## src/rtl/rtc_calendar_scan_if.sv

```systemverilog
// ----------------------------------------------------------------------------
// rtc_calendar_scan_if
// Bundles the user-facing signals of the RTC/calendar block: the operator
// controls (display mode, set enable, up/down keys, alarm enable) and the
// outputs (7-segment pattern, one-hot digit enable, 1 s tick and alarm).
//   master : the board / stimulus side, drives the controls, reads outputs
//   slave  : the rtc_calendar_scan core
// ----------------------------------------------------------------------------
interface rtc_calendar_scan_if;
  logic [1:0] mode;      // 00 time, 01 date, 10 alarm, 11 time
  logic       set_en;    // adjust fields of the displayed mode
  logic       up;        // key level, minor field step on rising edge
  logic       down;      // key level, major field step on rising edge
  logic       alarm_en;  // alarm may fire
  logic [6:0] Out;       // segments {g,f,e,d,c,b,a}
  logic [5:0] control;   // one-hot digit enable, bit0 = leftmost digit
  logic       tick_1s;   // one-cycle pulse per second
  logic       alarm;     // alarm active

  modport master (
    output mode, set_en, up, down, alarm_en,
    input  Out, control, tick_1s, alarm
  );

  modport slave (
    input  mode, set_en, up, down, alarm_en,
    output Out, control, tick_1s, alarm
  );
endinterface

```

## src/rtl/rtc_calendar_scan.sv

```systemverilog
// ----------------------------------------------------------------------------
// rtc_calendar_scan
// Real-time clock/calendar with hh:mm alarm and a 6-digit multiplexed
// 7-segment driver. Time (hh:mm:ss) and date (dd/mm/yy, 2000..2099) are held
// in BCD with true month lengths and leap years.
// Ports:
//   clk    : system clock
//   reset  : synchronous, active-high reset (dominates everything)
//   bus    : rtc_calendar_scan_if.slave
//            in  mode[1:0], set_en, up, down, alarm_en
//            out Out[6:0], control[5:0], tick_1s, alarm
// ----------------------------------------------------------------------------
module rtc_calendar_scan #(
  parameter int TICK_DIV   = 50_000_000,
  parameter int SCAN_DIV   = 100_000,
  parameter bit SEG_ACT_LO = 1'b1,
  parameter int ALARM_LEN  = 60
) (
  input  logic                 clk,
  input  logic                 reset,
  rtc_calendar_scan_if.slave   bus
);

  localparam int TW = $clog2(TICK_DIV);
  localparam int SW = $clog2(SCAN_DIV);
  localparam logic [TW-1:0] TICK_LAST = TW'(TICK_DIV - 1);
  localparam logic [SW-1:0] SCAN_LAST = SW'(SCAN_DIV - 1);
  localparam logic [7:0]    ALEN      = 8'(ALARM_LEN);
  localparam logic [6:0]    SEG_BLANK = SEG_ACT_LO ? 7'h7F : 7'h00;

  // ---------------------------------------------------------------- helpers
  function automatic logic [7:0] bcd_inc(input logic [7:0] v);
    if (v[3:0] == 4'd9) bcd_inc = {v[7:4] + 4'd1, 4'd0};
    else                bcd_inc = {v[7:4], v[3:0] + 4'd1};
  endfunction

  function automatic logic [7:0] bcd_wrap(input logic [7:0] v,
                                          input logic [7:0] last,
                                          input logic [7:0] first);
    bcd_wrap = (v == last) ? first : bcd_inc(v);
  endfunction

  // yy%4==0 in BCD: even tens need ones 0/4/8, odd tens need ones 2/6.
  function automatic logic [7:0] month_len(input logic [7:0] mo,
                                           input logic [7:0] yy);
    logic leap;
    leap = yy[4] ? (yy[3:0] == 4'd2 || yy[3:0] == 4'd6)
                 : (yy[3:0] == 4'd0 || yy[3:0] == 4'd4 || yy[3:0] == 4'd8);
    case (mo)
      8'h04, 8'h06, 8'h09, 8'h11: month_len = 8'h30;
      8'h02:                      month_len = leap ? 8'h29 : 8'h28;
      default:                    month_len = 8'h31;
    endcase
  endfunction

  // Active-low pattern, 0 = lit.
  function automatic logic [6:0] seg_enc(input logic [3:0] dgt);
    case (dgt)
      4'd0: seg_enc = 7'b1000000;
      4'd1: seg_enc = 7'b1111001;
      4'd2: seg_enc = 7'b0100100;
      4'd3: seg_enc = 7'b0110000;
      4'd4: seg_enc = 7'b0011001;
      4'd5: seg_enc = 7'b0010010;
      4'd6: seg_enc = 7'b0000010;
      4'd7: seg_enc = 7'b1111000;
      4'd8: seg_enc = 7'b0000000;
      4'd9: seg_enc = 7'b0010000;
      default: seg_enc = 7'b1111111;
    endcase
  endfunction

  // ---------------------------------------------------------------- state
  logic [TW-1:0] tick_cnt_q, tick_cnt_d;
  logic [SW-1:0] scan_cnt_q, scan_cnt_d;
  logic [2:0]    digit_idx_q, digit_idx_d;
  logic [5:0]    control_q, control_d;
  logic [6:0]    seg_q, seg_d;
  logic [7:0]    sec_q, sec_d, min_q, min_d, hour_q, hour_d;
  logic [7:0]    day_q, day_d, month_q, month_d, year_q, year_d;
  logic [7:0]    al_min_q, al_min_d, al_hour_q, al_hour_d;
  logic [7:0]    alarm_cnt_q, alarm_cnt_d;
  logic [1:0]    key_s1_q, key_s1_d, key_s2_q, key_s2_d;  // {down, up}

  logic          tick_now;
  logic [1:0]    key_rise;
  logic          time_mode, date_mode;
  logic [7:0]    mo_set, max_set, day_set;
  logic [23:0]   disp_digits;
  logic [3:0]    nib;

  assign tick_now  = (tick_cnt_q == TICK_LAST);
  assign key_rise  = key_s1_q & ~key_s2_q;
  assign time_mode = (bus.mode == 2'b00) || (bus.mode == 2'b11);
  assign date_mode = (bus.mode == 2'b01);

  always_comb begin
    tick_cnt_d  = tick_now ? '0 : tick_cnt_q + 1'b1;
    scan_cnt_d  = scan_cnt_q;
    digit_idx_d = digit_idx_q;
    control_d   = control_q;
    seg_d       = seg_q;
    sec_d       = sec_q;
    min_d       = min_q;
    hour_d      = hour_q;
    day_d       = day_q;
    month_d     = month_q;
    year_d      = year_q;
    al_min_d    = al_min_q;
    al_hour_d   = al_hour_q;
    alarm_cnt_d = alarm_cnt_q;
    key_s1_d    = {bus.down, bus.up};
    key_s2_d    = key_s1_q;
    mo_set      = month_q;
    max_set     = month_len(month_q, year_q);
    day_set     = day_q;
    disp_digits = {hour_q, min_q, sec_q};
    nib         = 4'd0;

    // Carry chain; time is held while it is being adjusted.
    if (tick_now && !(bus.set_en && time_mode)) begin
      if (sec_q != 8'h59) begin
        sec_d = bcd_inc(sec_q);
      end else begin
        sec_d = 8'h00;
        if (min_q != 8'h59) begin
          min_d = bcd_inc(min_q);
        end else begin
          min_d = 8'h00;
          if (hour_q != 8'h23) begin
            hour_d = bcd_inc(hour_q);
          end else begin
            hour_d = 8'h00;
            if (day_q != month_len(month_q, year_q)) begin
              day_d = bcd_inc(day_q);
            end else begin
              day_d = 8'h01;
              if (month_q != 8'h12) begin
                month_d = bcd_inc(month_q);
              end else begin
                month_d = 8'h01;
                year_d  = bcd_wrap(year_q, 8'h99, 8'h00);
              end
            end
          end
        end
      end
    end

    // Key steps are computed from the registered values and override only
    // the fields they touch; a coincident tick still moves the others.
    if (bus.set_en) begin
      if (time_mode) begin
        if (key_rise[0]) begin
          min_d = bcd_wrap(min_q, 8'h59, 8'h00);
          sec_d = 8'h00;
        end
        if (key_rise[1]) hour_d = bcd_wrap(hour_q, 8'h23, 8'h00);
      end else if (date_mode) begin
        // Month first, then clamp day, then step day within the new month.
        mo_set  = key_rise[0] ? bcd_wrap(month_q, 8'h12, 8'h01) : month_q;
        max_set = month_len(mo_set, year_q);
        day_set = (day_q > max_set) ? max_set : day_q;
        if (key_rise[1]) day_set = bcd_wrap(day_set, max_set, 8'h01);
        if (key_rise[0]) month_d = mo_set;
        if (key_rise[0] || key_rise[1]) day_d = day_set;
      end else begin
        if (key_rise[0]) al_min_d  = bcd_wrap(al_min_q, 8'h59, 8'h00);
        if (key_rise[1]) al_hour_d = bcd_wrap(al_hour_q, 8'h23, 8'h00);
      end
    end

    // Alarm compares the time as it will be after this edge.
    if (!bus.alarm_en) begin
      alarm_cnt_d = 8'd0;
    end else if (tick_now) begin
      if (hour_d == al_hour_q && min_d == al_min_q && sec_d == 8'h00)
        alarm_cnt_d = ALEN;
      else if (alarm_cnt_q != 8'd0)
        alarm_cnt_d = alarm_cnt_q - 8'd1;
    end

    // Digit scan: next digit's pattern and enable are loaded together.
    case (bus.mode)
      2'b01:   disp_digits = {day_q, month_q, year_q};
      2'b10:   disp_digits = {al_hour_q, al_min_q, 8'h00};
      default: disp_digits = {hour_q, min_q, sec_q};
    endcase
    if (scan_cnt_q == SCAN_LAST) begin
      scan_cnt_d  = '0;
      digit_idx_d = (digit_idx_q == 3'd5) ? 3'd0 : digit_idx_q + 3'd1;
      control_d   = 6'b000001 << digit_idx_d;
      case (digit_idx_d)
        3'd0:    nib = disp_digits[23:20];
        3'd1:    nib = disp_digits[19:16];
        3'd2:    nib = disp_digits[15:12];
        3'd3:    nib = disp_digits[11:8];
        3'd4:    nib = disp_digits[7:4];
        default: nib = disp_digits[3:0];
      endcase
      seg_d = SEG_ACT_LO ? seg_enc(nib) : ~seg_enc(nib);
    end else begin
      scan_cnt_d = scan_cnt_q + 1'b1;
    end
  end

  always_ff @(posedge clk) begin
    if (reset) begin
      tick_cnt_q  <= '0;
      scan_cnt_q  <= '0;
      digit_idx_q <= 3'd0;
      control_q   <= 6'b000001;
      seg_q       <= SEG_BLANK;
      sec_q       <= 8'h00;
      min_q       <= 8'h00;
      hour_q      <= 8'h00;
      day_q       <= 8'h01;
      month_q     <= 8'h01;
      year_q      <= 8'h00;
      al_min_q    <= 8'h00;
      al_hour_q   <= 8'h00;
      alarm_cnt_q <= 8'd0;
      // Seed with the live levels so a key held through reset is no edge.
      key_s1_q    <= {bus.down, bus.up};
      key_s2_q    <= {bus.down, bus.up};
    end else begin
      tick_cnt_q  <= tick_cnt_d;
      scan_cnt_q  <= scan_cnt_d;
      digit_idx_q <= digit_idx_d;
      control_q   <= control_d;
      seg_q       <= seg_d;
      sec_q       <= sec_d;
      min_q       <= min_d;
      hour_q      <= hour_d;
      day_q       <= day_d;
      month_q     <= month_d;
      year_q      <= year_d;
      al_min_q    <= al_min_d;
      al_hour_q   <= al_hour_d;
      alarm_cnt_q <= alarm_cnt_d;
      key_s1_q    <= key_s1_d;
      key_s2_q    <= key_s2_d;
    end
  end

  assign bus.Out     = seg_q;
  assign bus.control = control_q;
  assign bus.tick_1s = tick_now;
  assign bus.alarm   = (alarm_cnt_q != 8'd0);

endmodule
```

## src/flat_wrapper.sv

```systemverilog
// flat-port wrapper written by rule: the top's interface ports become plain ports
module rtc_calendar_scan_flat 
#(
  parameter int TICK_DIV   = 50_000_000,
  parameter int SCAN_DIV   = 100_000,
  parameter bit SEG_ACT_LO = 1'b1,
  parameter int ALARM_LEN  = 60
)
  (clk, reset, bus_mode, bus_set_en, bus_up, bus_down, bus_alarm_en, bus_Out, bus_control, bus_tick_1s, bus_alarm);
  rtc_calendar_scan_if bus_i ();
  input  logic clk;
  input  logic reset;
  input wire logic [$bits(bus_i.mode)-1:0] bus_mode;
  input wire logic [$bits(bus_i.set_en)-1:0] bus_set_en;
  input wire logic [$bits(bus_i.up)-1:0] bus_up;
  input wire logic [$bits(bus_i.down)-1:0] bus_down;
  input wire logic [$bits(bus_i.alarm_en)-1:0] bus_alarm_en;
  output wire logic [$bits(bus_i.Out)-1:0] bus_Out;
  output wire logic [$bits(bus_i.control)-1:0] bus_control;
  output wire logic [$bits(bus_i.tick_1s)-1:0] bus_tick_1s;
  output wire logic [$bits(bus_i.alarm)-1:0] bus_alarm;
  assign bus_i.mode = bus_mode;
  assign bus_i.set_en = bus_set_en;
  assign bus_i.up = bus_up;
  assign bus_i.down = bus_down;
  assign bus_i.alarm_en = bus_alarm_en;
  assign bus_Out = bus_i.Out;
  assign bus_control = bus_i.control;
  assign bus_tick_1s = bus_i.tick_1s;
  assign bus_alarm = bus_i.alarm;
  rtc_calendar_scan #(.TICK_DIV(TICK_DIV), .SCAN_DIV(SCAN_DIV), .SEG_ACT_LO(SEG_ACT_LO), .ALARM_LEN(ALARM_LEN)) u_core (.clk(clk), .reset(reset), .bus(bus_i));
endmodule
```

## config.mk

```make
export PLATFORM = sky130hd
export DESIGN_NAME = rtc_calendar_scan_flat
export DESIGN_NICKNAME = d
export VERILOG_FILES = /design/src/rtl/rtc_calendar_scan_if.sv /design/src/rtl/rtc_calendar_scan.sv /design/src/flat_wrapper.sv
export SDC_FILE = /design/constraint.sdc
export NUM_CORES = 1
export LEC_CHECK = 0
export BUFFER_PORTS_ARGS = -buffer_cell sky130_fd_sc_hd__buf_2
export CAP_MARGIN = 20
export CORE_UTILIZATION = 60
export DETAILED_ROUTE_END_ITERATION = 12
export GPL_TIMING_DRIVEN = 0
export PLACE_DENSITY = 0.8
export REMOVE_ABC_BUFFERS = 1
export SETUP_SLACK_MARGIN = 0.5
export SLEW_MARGIN = 10
export SYNTH_ARGS = -nofsm -noshare
export SYNTH_HDL_FRONTEND = slang
export SYNTH_SLANG_ARGS = --single-unit
```

## constraint.sdc

```tcl
create_clock -name clk -period 5.4 [get_ports clk]
set_clock_uncertainty 0.1 [all_clocks]
set_input_delay 0.54 -clock clk [delete_from_list [all_inputs] [get_ports clk]]
set_output_delay 0.54 -clock clk [all_outputs]
set_load 0.02 [all_outputs]
```

==> metrics.cfg, run 1 <==
[logic_synthesis]
adder_cell_share_of_the_synthesized_area_pct = 6.31
synthesis.yosys.warnings = 0
synth.distinct_cells = 84
post_synth_main_area_contributors = sky130_fd_sc_hd__dfxtp_1 (30%), sky130_fd_sc_hd__ha_1 (6.3%), sky130_fd_sc_hd__nor2_1 (5.6%), sky130_fd_sc_hd__a21oi_1 (4.8%), sky130_fd_sc_hd__nand2_1 (4.6%)
synth.top_cells.by_count = sky130_fd_sc_hd__dfxtp_1 (135), sky130_fd_sc_hd__nor2_1 (133), sky130_fd_sc_hd__nand2_1 (109), sky130_fd_sc_hd__a21oi_1 (86), sky130_fd_sc_hd__clkbuf_1 (60)
top_count_cell_post_synth = sky130_fd_sc_hd__dfxtp_1
synth_top_family_by_area = simple AND/OR/NAND/NOR gates
synth_compound_gate_area_share_pct = 20.2
yosys.area_share.xor_xnor_pct = 8.46
synth_area_leader_cell = sky130_fd_sc_hd__dfxtp_1
synth.avg_cell_area_sq_um = 7.77
synth-seq-area-share_pct = 30.3
synth.mux.area_fraction_pct = 2.19
synth_cells = 1147
most_frequently_used_flop_master_after_synthesis = sky130_fd_sc_hd__dfxtp_1
netlist_area_sq_mm = 0.00892
post_synth_and_or_nand_nor_area_fraction_pct = 27.7
synth_top_area_share_pct = 30.3
async_reset_ff_share_pct = 0
synth-edff-count = 0
postSynthRegisterBits = 135

[layout]
number_of_cells_in_the_finished_layout_apart_from_fillers = 1327
layout.nets = 1183
drive_above_1_share_pct = 8.05
insertedDiodeCount = 0
final_cell_utilization_of_the_core_pct = 66.8
area_delta_synth_final_pct = 8.87

[sta]
layout_min_cycle_time_ps = 4720
clock.fmax_mhz = 212
final-setup-viol-count = 0
setup_total_negative_slack_ps = 0
fin_crit_sh_pct = 87.5
rsz_0062_raised_after_global_routing = no
slew_headroom_pct = 30.8
final_hold_viol_count = 0
report.final.slew_viol_count = 0
worst_slew_pin_slew_ps = 1040

[setup_path]
worstSetupPathType = flop to flop
biggest_fanout_along_the_worst_timing_path = 7
worst-endpoint-required_ps = 5620
critPathLaunchType = flop
worst_path_arrival_ps = 4940
category_of_the_worst_setup_path_capture_point = flop

[cts]
htree_num_levels = 4
cts.sink_count = 135
cts_buffers = 17
clkSlewWorstSetupHoldPaths_ps = 60
clkLatencyLatePin_ps = 430
ctsHoldBuffers = 0
clock_tree.buffer_depth = 2
cts_tree = done
cts_root_buffer = sky130_fd_sc_hd__clkbuf_16

[drt]
mean_routed_wirelength_per_cell_um = 17.2
post_drt_via_cell_ratio = 6.41
route.detailed.drc = 0
routed-via-count = 8500
drt-initial-drc-count = 861
firstDrtPassIters = 6
totalWireLength_um = 22800
ant_nets = 0

[placed_design]
port-buffer-count = 22
dpl.cell_count = 1289
gp_congestion = 0.945
detailedPlacementHpwl_um = 15900

[power]
power.net_switching_mw = 0.582
share_seq_of_total_power_pct = 43.4
power_per_cell_area_mw_per_mm2 = 244
internal-power_mw = 1.79
irDropWorstVdd_mv = 0.238
p_clk_share_pct = 49.4
portion_of_total_power_attributed_to_combinational_logic_pct = 7.2
lkg_pwr_nw = 3.52
switching_share_pct = 24.6

[global_routing]
grt_antenna_before_repair = 0
grt_pass1_wl_um = 36200
grt_overflow_total = 0
grt_total_usage_pct = 30.2
grt_max_degree = 38
grt_pass1_vias = 7513

[hold_path]
hold_path.class = input port to flop

[floorplan]
die_h_um = 124
starting_utilization_of_the_core_area_pct = 61.4
fp.dieArea_sq_mm = 0.0154
floorplan.io_pins = 23
core.rowCount = 44
core_area_sq_mm = 0.0145
dieWidth_um = 124

[run]
maxCapViolations = 0

[outcome]
outcome = finished clean

==> power groups by stage <==
stage | Combinational [mW] | Sequential [mW] | Clock, mW
2_1_floorplan | 0.113 | 1.04 | 0
3_3_place_gp | 0.153 | 1.05 | 0
3_5_place_dp | 0.160 | 1.05 | 0
4_1_cts | 0.162 | 1.03 | 1.18
5_1_grt | 0.188 | 1.03 | 1.22
6_report | 0.170 | 1.03 | 1.17
==> cells by family after synthesis <==
logic type	count (synthesis)
simple gates	482
compound gates	270
flops	135
buf+inv	113
xor+xnor	83
fa+ha+maj	45
mux	19
==> layout make-up <==
class	instances	area (sq um)
clock buffers	22	474
clock inverters	10	120
fillers	1209	4830
multi-input cells	899	5810
flip-flops and latches	135	2710
inverters	46	173
repair buffers	31	193
well taps	184	230
==> stage by stage <==
stage	setup WS, ps	area, sq um	hold WS, ps	power (mW)
6_report	675	9710	132	2.37
5_1_grt	470	9710	126	2.44
4_1_cts	532	9640	123	2.37
3_5_place_dp	404	9040	347	1.21
3_3_place_gp	59.2	8990	339	1.20
2_1_floorplan	793	8650	330	1.16
==> flip-flops by register name (all words and copies together) (netlist names) <==
name and count:
u_core.al_hour_q 8, u_core.digit_idx_q 3, u_core.al_min_q 8, u_core.key_s2_q 2, u_core.year_q 8, u_core.tick_cnt_q 26
u_core.key_s1_q 2, u_core.min_q 8, u_core.scan_cnt_q 17, u_core.bus.control 6, u_core.day_q 8, u_core.bus.Out 7
u_core.hour_q 8, u_core.sec_q 8, u_core.alarm_cnt_q 8, u_core.month_q 8
==> worst paths after layout <==
| path | start | endpoint | slack [ps] | depth (start not counted) |
|---|---|---|---|---|
| max | u_core.month_q[5] | u_core.day_q[4] | 680 | 18 |
| min | bus_down | u_core.key_s1_q[1] | 130 | 1 |
| max reg2reg | u_core.month_q[5] | u_core.day_q[4] | 680 | 18 |
| min reg2reg | u_core.bus.control[4] | u_core.bus.control[4] | 350 | 2 |
==> worst max-delay path: stages, from the launching register on <==
cell,delay (ps)
sky130_fd_sc_hd__dfxtp_2,360
sky130_fd_sc_hd__inv_1,90
sky130_fd_sc_hd__ha_1,190
sky130_fd_sc_hd__or4b_4,510
sky130_fd_sc_hd__o211ai_2,170
sky130_fd_sc_hd__o211ai_2,160
sky130_fd_sc_hd__nor4b_4,370
sky130_fd_sc_hd__inv_1,80
sky130_fd_sc_hd__ha_1,220
sky130_fd_sc_hd__nor4b_2,290
sky130_fd_sc_hd__o21bai_1,130
sky130_fd_sc_hd__a311o_2,440
sky130_fd_sc_hd__mux2_2,280
sky130_fd_sc_hd__ha_1,150
sky130_fd_sc_hd__inv_1,60
sky130_fd_sc_hd__a211oi_4,310
sky130_fd_sc_hd__o31ai_1,140
sky130_fd_sc_hd__mux2_2,300
sky130_fd_sc_hd__a32o_1,260
==> metal layers <==
metal  global-route usage (%)  vias up  share of wire (%)
met4                     9.38        0                2.1
met3                     8.06       51                8.0
li1                         -     4102                  -
met2                     49.4      353                 46
met5                        0        -                  0
met1                     38.7     3994                 44
==> cell usage in the layout (no fill, tap or decap), types with 23 or more instances in the layout <==
| cell | count |
|---|---|
| sky130_fd_sc_hd__dfxtp_1 | 131 |
| sky130_fd_sc_hd__ha_1 | 45 |
| sky130_fd_sc_hd__nand2_1 | 109 |
| sky130_fd_sc_hd__or3_1 | 27 |
| sky130_fd_sc_hd__buf_2 | 23 |
| sky130_fd_sc_hd__xnor2_1 | 39 |
| sky130_fd_sc_hd__nand4_1 | 24 |
| sky130_fd_sc_hd__inv_1 | 45 |
| sky130_fd_sc_hd__o21ai_0 | 53 |
| sky130_fd_sc_hd__nor2_1 | 133 |
| sky130_fd_sc_hd__a21oi_1 | 86 |
| sky130_fd_sc_hd__nand3_1 | 58 |
| sky130_fd_sc_hd__xor2_1 | 42 |
==> what timing repair did <==
item / in CTS / in global routing
gates resized for setup: 1 / 8
buffers inserted: 0 / 5
setup endpoints to repair: 1 / 7
pin swaps: 0 / 5
(Power assumes the default switching activity.)
==> run 2, diff against run 1 <==
- ABC_CLOCK_PERIOD_IN_PS: unset -> 5400
- RECOVER_POWER: unset -> 50
==> run 2 against run 1 <==
The run now ends with capacitance limit, slew limit left. Highest routed layer unchanged. Clock power about the same. Register-to-register slack better by 20 ps. Critical endpoint unchanged. Flip-flop and latch count unchanged. Worst setup slack better by 16 ps. Power down 0.20%. Global-route usage unchanged. Critical path type unchanged. Critical path depth unchanged. Sequential power about the same.
==> metrics.cfg, run 2 (synthesis gave the netlist of run 1 again) <==
[power]
power_per_cell_area_mw_per_mm2 = 245  ; +0.36%
power.net_switching_mw = 0.580  ; -0.36%
irDropWorstVdd_mv = 0.237  ; -0.46%
lkg_pwr_nw = 3.46  ; -1.8%
internal-power_mw = 1.78  ; -0.14%
switching_share_pct = 24.5  ; -0.041 points
portion_of_total_power_attributed_to_combinational_logic_pct = 7.1  ; about the same
share_seq_of_total_power_pct = 43.5  ; about the same
p_clk_share_pct = 49.4  ; about the same

[sta]
worst_hold_slack_ps = 147  ; +14.9 ps
slew_headroom_pct = -22.1  ; -53 points
layout_min_cycle_time_ps = 4710  ; -16.4 ps
final-setup-viol-count = 0  ; unchanged
final_hold_viol_count = 0  ; unchanged
fin_crit_sh_pct = 87.2  ; -0.30 points
setup_total_negative_slack_ps = 0  ; unchanged
clock.fmax_mhz = 212  ; +0.35%
rsz_0062_raised_after_global_routing = no
worst_slew_pin_slew_ps = 1830  ; +794 ps
report.final.slew_viol_count = 38  ; +38

[placed_design]
gp_congestion = 0.945  ; unchanged
detailedPlacementHpwl_um = 15900  ; unchanged
port-buffer-count = 22  ; unchanged
dpl.cell_count = 1289  ; unchanged

[drt]
post_drt_via_cell_ratio = 6.39  ; -0.31%
firstDrtPassIters = 6  ; unchanged
mean_routed_wirelength_per_cell_um = 17.2  ; about the same
routed-via-count = 8474  ; -0.31%
totalWireLength_um = 22900  ; about the same
drt-initial-drc-count = 885  ; +2.8%
ant_nets = 0  ; unchanged
route.detailed.drc = 0  ; unchanged

[cts]
clkSlewWorstSetupHoldPaths_ps = 60  ; about the same
clock_tree.buffer_depth = 2  ; unchanged
ctsHoldBuffers = 0  ; unchanged
cts.sink_count = 135  ; unchanged
cts_tree = done
cts_buffers = 17  ; unchanged
cts_root_buffer = sky130_fd_sc_hd__clkbuf_16
htree_num_levels = 4  ; unchanged
clkLatencyLatePin_ps = 430  ; about the same

[outcome]
violations = capacitance limit, slew limit
outcome = finished with violations

[global_routing]
grt_antenna_before_repair = 0  ; unchanged
grt_pass1_vias = 7513  ; unchanged
grt_max_degree = 38  ; unchanged
grt_pass1_wl_um = 36200  ; unchanged
grt_overflow_total = 0  ; unchanged
grt_total_usage_pct = 30.2  ; unchanged

[layout]
biggest_registers_after_layout = u_core.tick_cnt_q x26, u_core.scan_cnt_q x17
layout.cells.most_common = sky130_fd_sc_hd__nor2_1
final_cell_utilization_of_the_core_pct = 66.4  ; -0.37 points
drive_above_1_share_pct = 6.21  ; -1.8 points
layout.nets = 1183  ; unchanged
mostFrequentLayoutCells = sky130_fd_sc_hd__nor2_1 (133), sky130_fd_sc_hd__dfxtp_1 (131), sky130_fd_sc_hd__nand2_1 (109), sky130_fd_sc_hd__a21oi_1 (86), sky130_fd_sc_hd__nand3_1 (58)
largest-register = u_core.tick_cnt_q
number_of_cells_in_the_finished_layout_apart_from_fillers = 1327  ; unchanged
flip_flop_count_of_the_largest_register_all_copies_and_words_added = 26  ; unchanged
area_delta_synth_final_pct = 8.26
insertedDiodeCount = 0  ; unchanged

[setup_path]
worstSetupPathType = flop to flop
worst-endpoint-required_ps = 5610  ; about the same
worst_path_arrival_ps = 4920  ; -20 ps
timing.critical_path.slowest_cell_delay_ps = 510  ; about the same
category_of_the_worst_setup_path_capture_point = flop
crit_chain = inv_1 > ha_1 > or4b_4 > o211ai_2 > o211ai_2 > nor4b_4 > inv_1 > ha_1 > nor4b_2 > o21bai_1 > a311o_2 > mux2_2 > ha_1 > inv_1 > a211oi_4 > o31ai_1 > mux2_2 > a32o_1
crit_slowest_cell = sky130_fd_sc_hd__or4b_4
critPathLaunchType = flop
biggest_fanout_along_the_worst_timing_path = 7  ; unchanged

[floorplan]
core_area_sq_mm = 0.0145  ; unchanged
die_h_um = 124  ; unchanged
core.rowCount = 44  ; unchanged
floorplan.io_pins = 23  ; unchanged
starting_utilization_of_the_core_area_pct = 61.4  ; unchanged
dieWidth_um = 124  ; unchanged
fp.dieArea_sq_mm = 0.0154  ; unchanged

[hold_path]
hold_path.class = input port to flop

[run]
maxCapViolations = 1  ; +1

-- run 2: worst paths after layout --
| kind | from | end | slack [ps] | cells past startpoint |
|---|---|---|---|---|
| worst max-delay path | u_core.month_q[5] | u_core.day_q[4] | 690 | 18 |
| worst min-delay path | bus_down | u_core.key_s1_q[1] | 150 | 1 |
| worst max register to register | u_core.month_q[5] | u_core.day_q[4] | 690 | 18 |
| worst min register to register | u_core.bus.control[4] | u_core.bus.control[4] | 350 | 2 |
-- run 2: cell type report --
type                       count  area (sq um)
multi-input combinational    899          5810
tap                          184           230
sequential                   135          2710
fill                        1228          4880
inverter                      46           173
clock inverter                10           120
clock buffer                  22           474
timing repair buffer          31           143
-- run 2: power groups by stage --
stage / clock network [mW] / registers, mW / logic (mW)
2_1_floorplan: 0 / 1.04 / 0.113
3_3_place_gp: 0 / 1.05 / 0.153
3_5_place_dp: 0 / 1.05 / 0.160
4_1_cts: 1.18 / 1.03 / 0.162
5_1_grt: 1.22 / 1.03 / 0.185
6_report: 1.17 / 1.03 / 0.167
-- run 2: layer usage --
metal	GRT usage (%)	vias to the layer above	part of all wire [%]
met5	0	-	0
met4	9.38	0	2.2
met2	49.4	346	46
met3	8.06	60	7.7
met1	38.7	3954	44
li1	-	4114	-
-- run 2: metrics by stage --
stage	area, sq um	power [mW]	setup slack (ps)
6_report	9650	2.36	692
5_1_grt	9650	2.43	469
4_1_cts	9640	2.37	532
3_5_place_dp	9040	1.21	404
3_3_place_gp	8990	1.20	59.2
2_1_floorplan	8650	1.16	793
-- run 2: repair_timing --
item,in CTS,in global routing
pin swaps,0,5
setup buffers,0,5
setup endpoints to repair,1,7
gates cloned,0,0
resized for setup,1,8
-- run 2: critical path, delay by kind of cell (launching register included) --
kind | cells | cell delay, ps
AOI/OAI and AO/OA | 7 | 1620
adders and majority gates | 3 | 550
buffers and inverters | 3 | 240
DFF | 1 | 360
muxes | 2 | 580
and+or+nand+nor | 3 | 1170
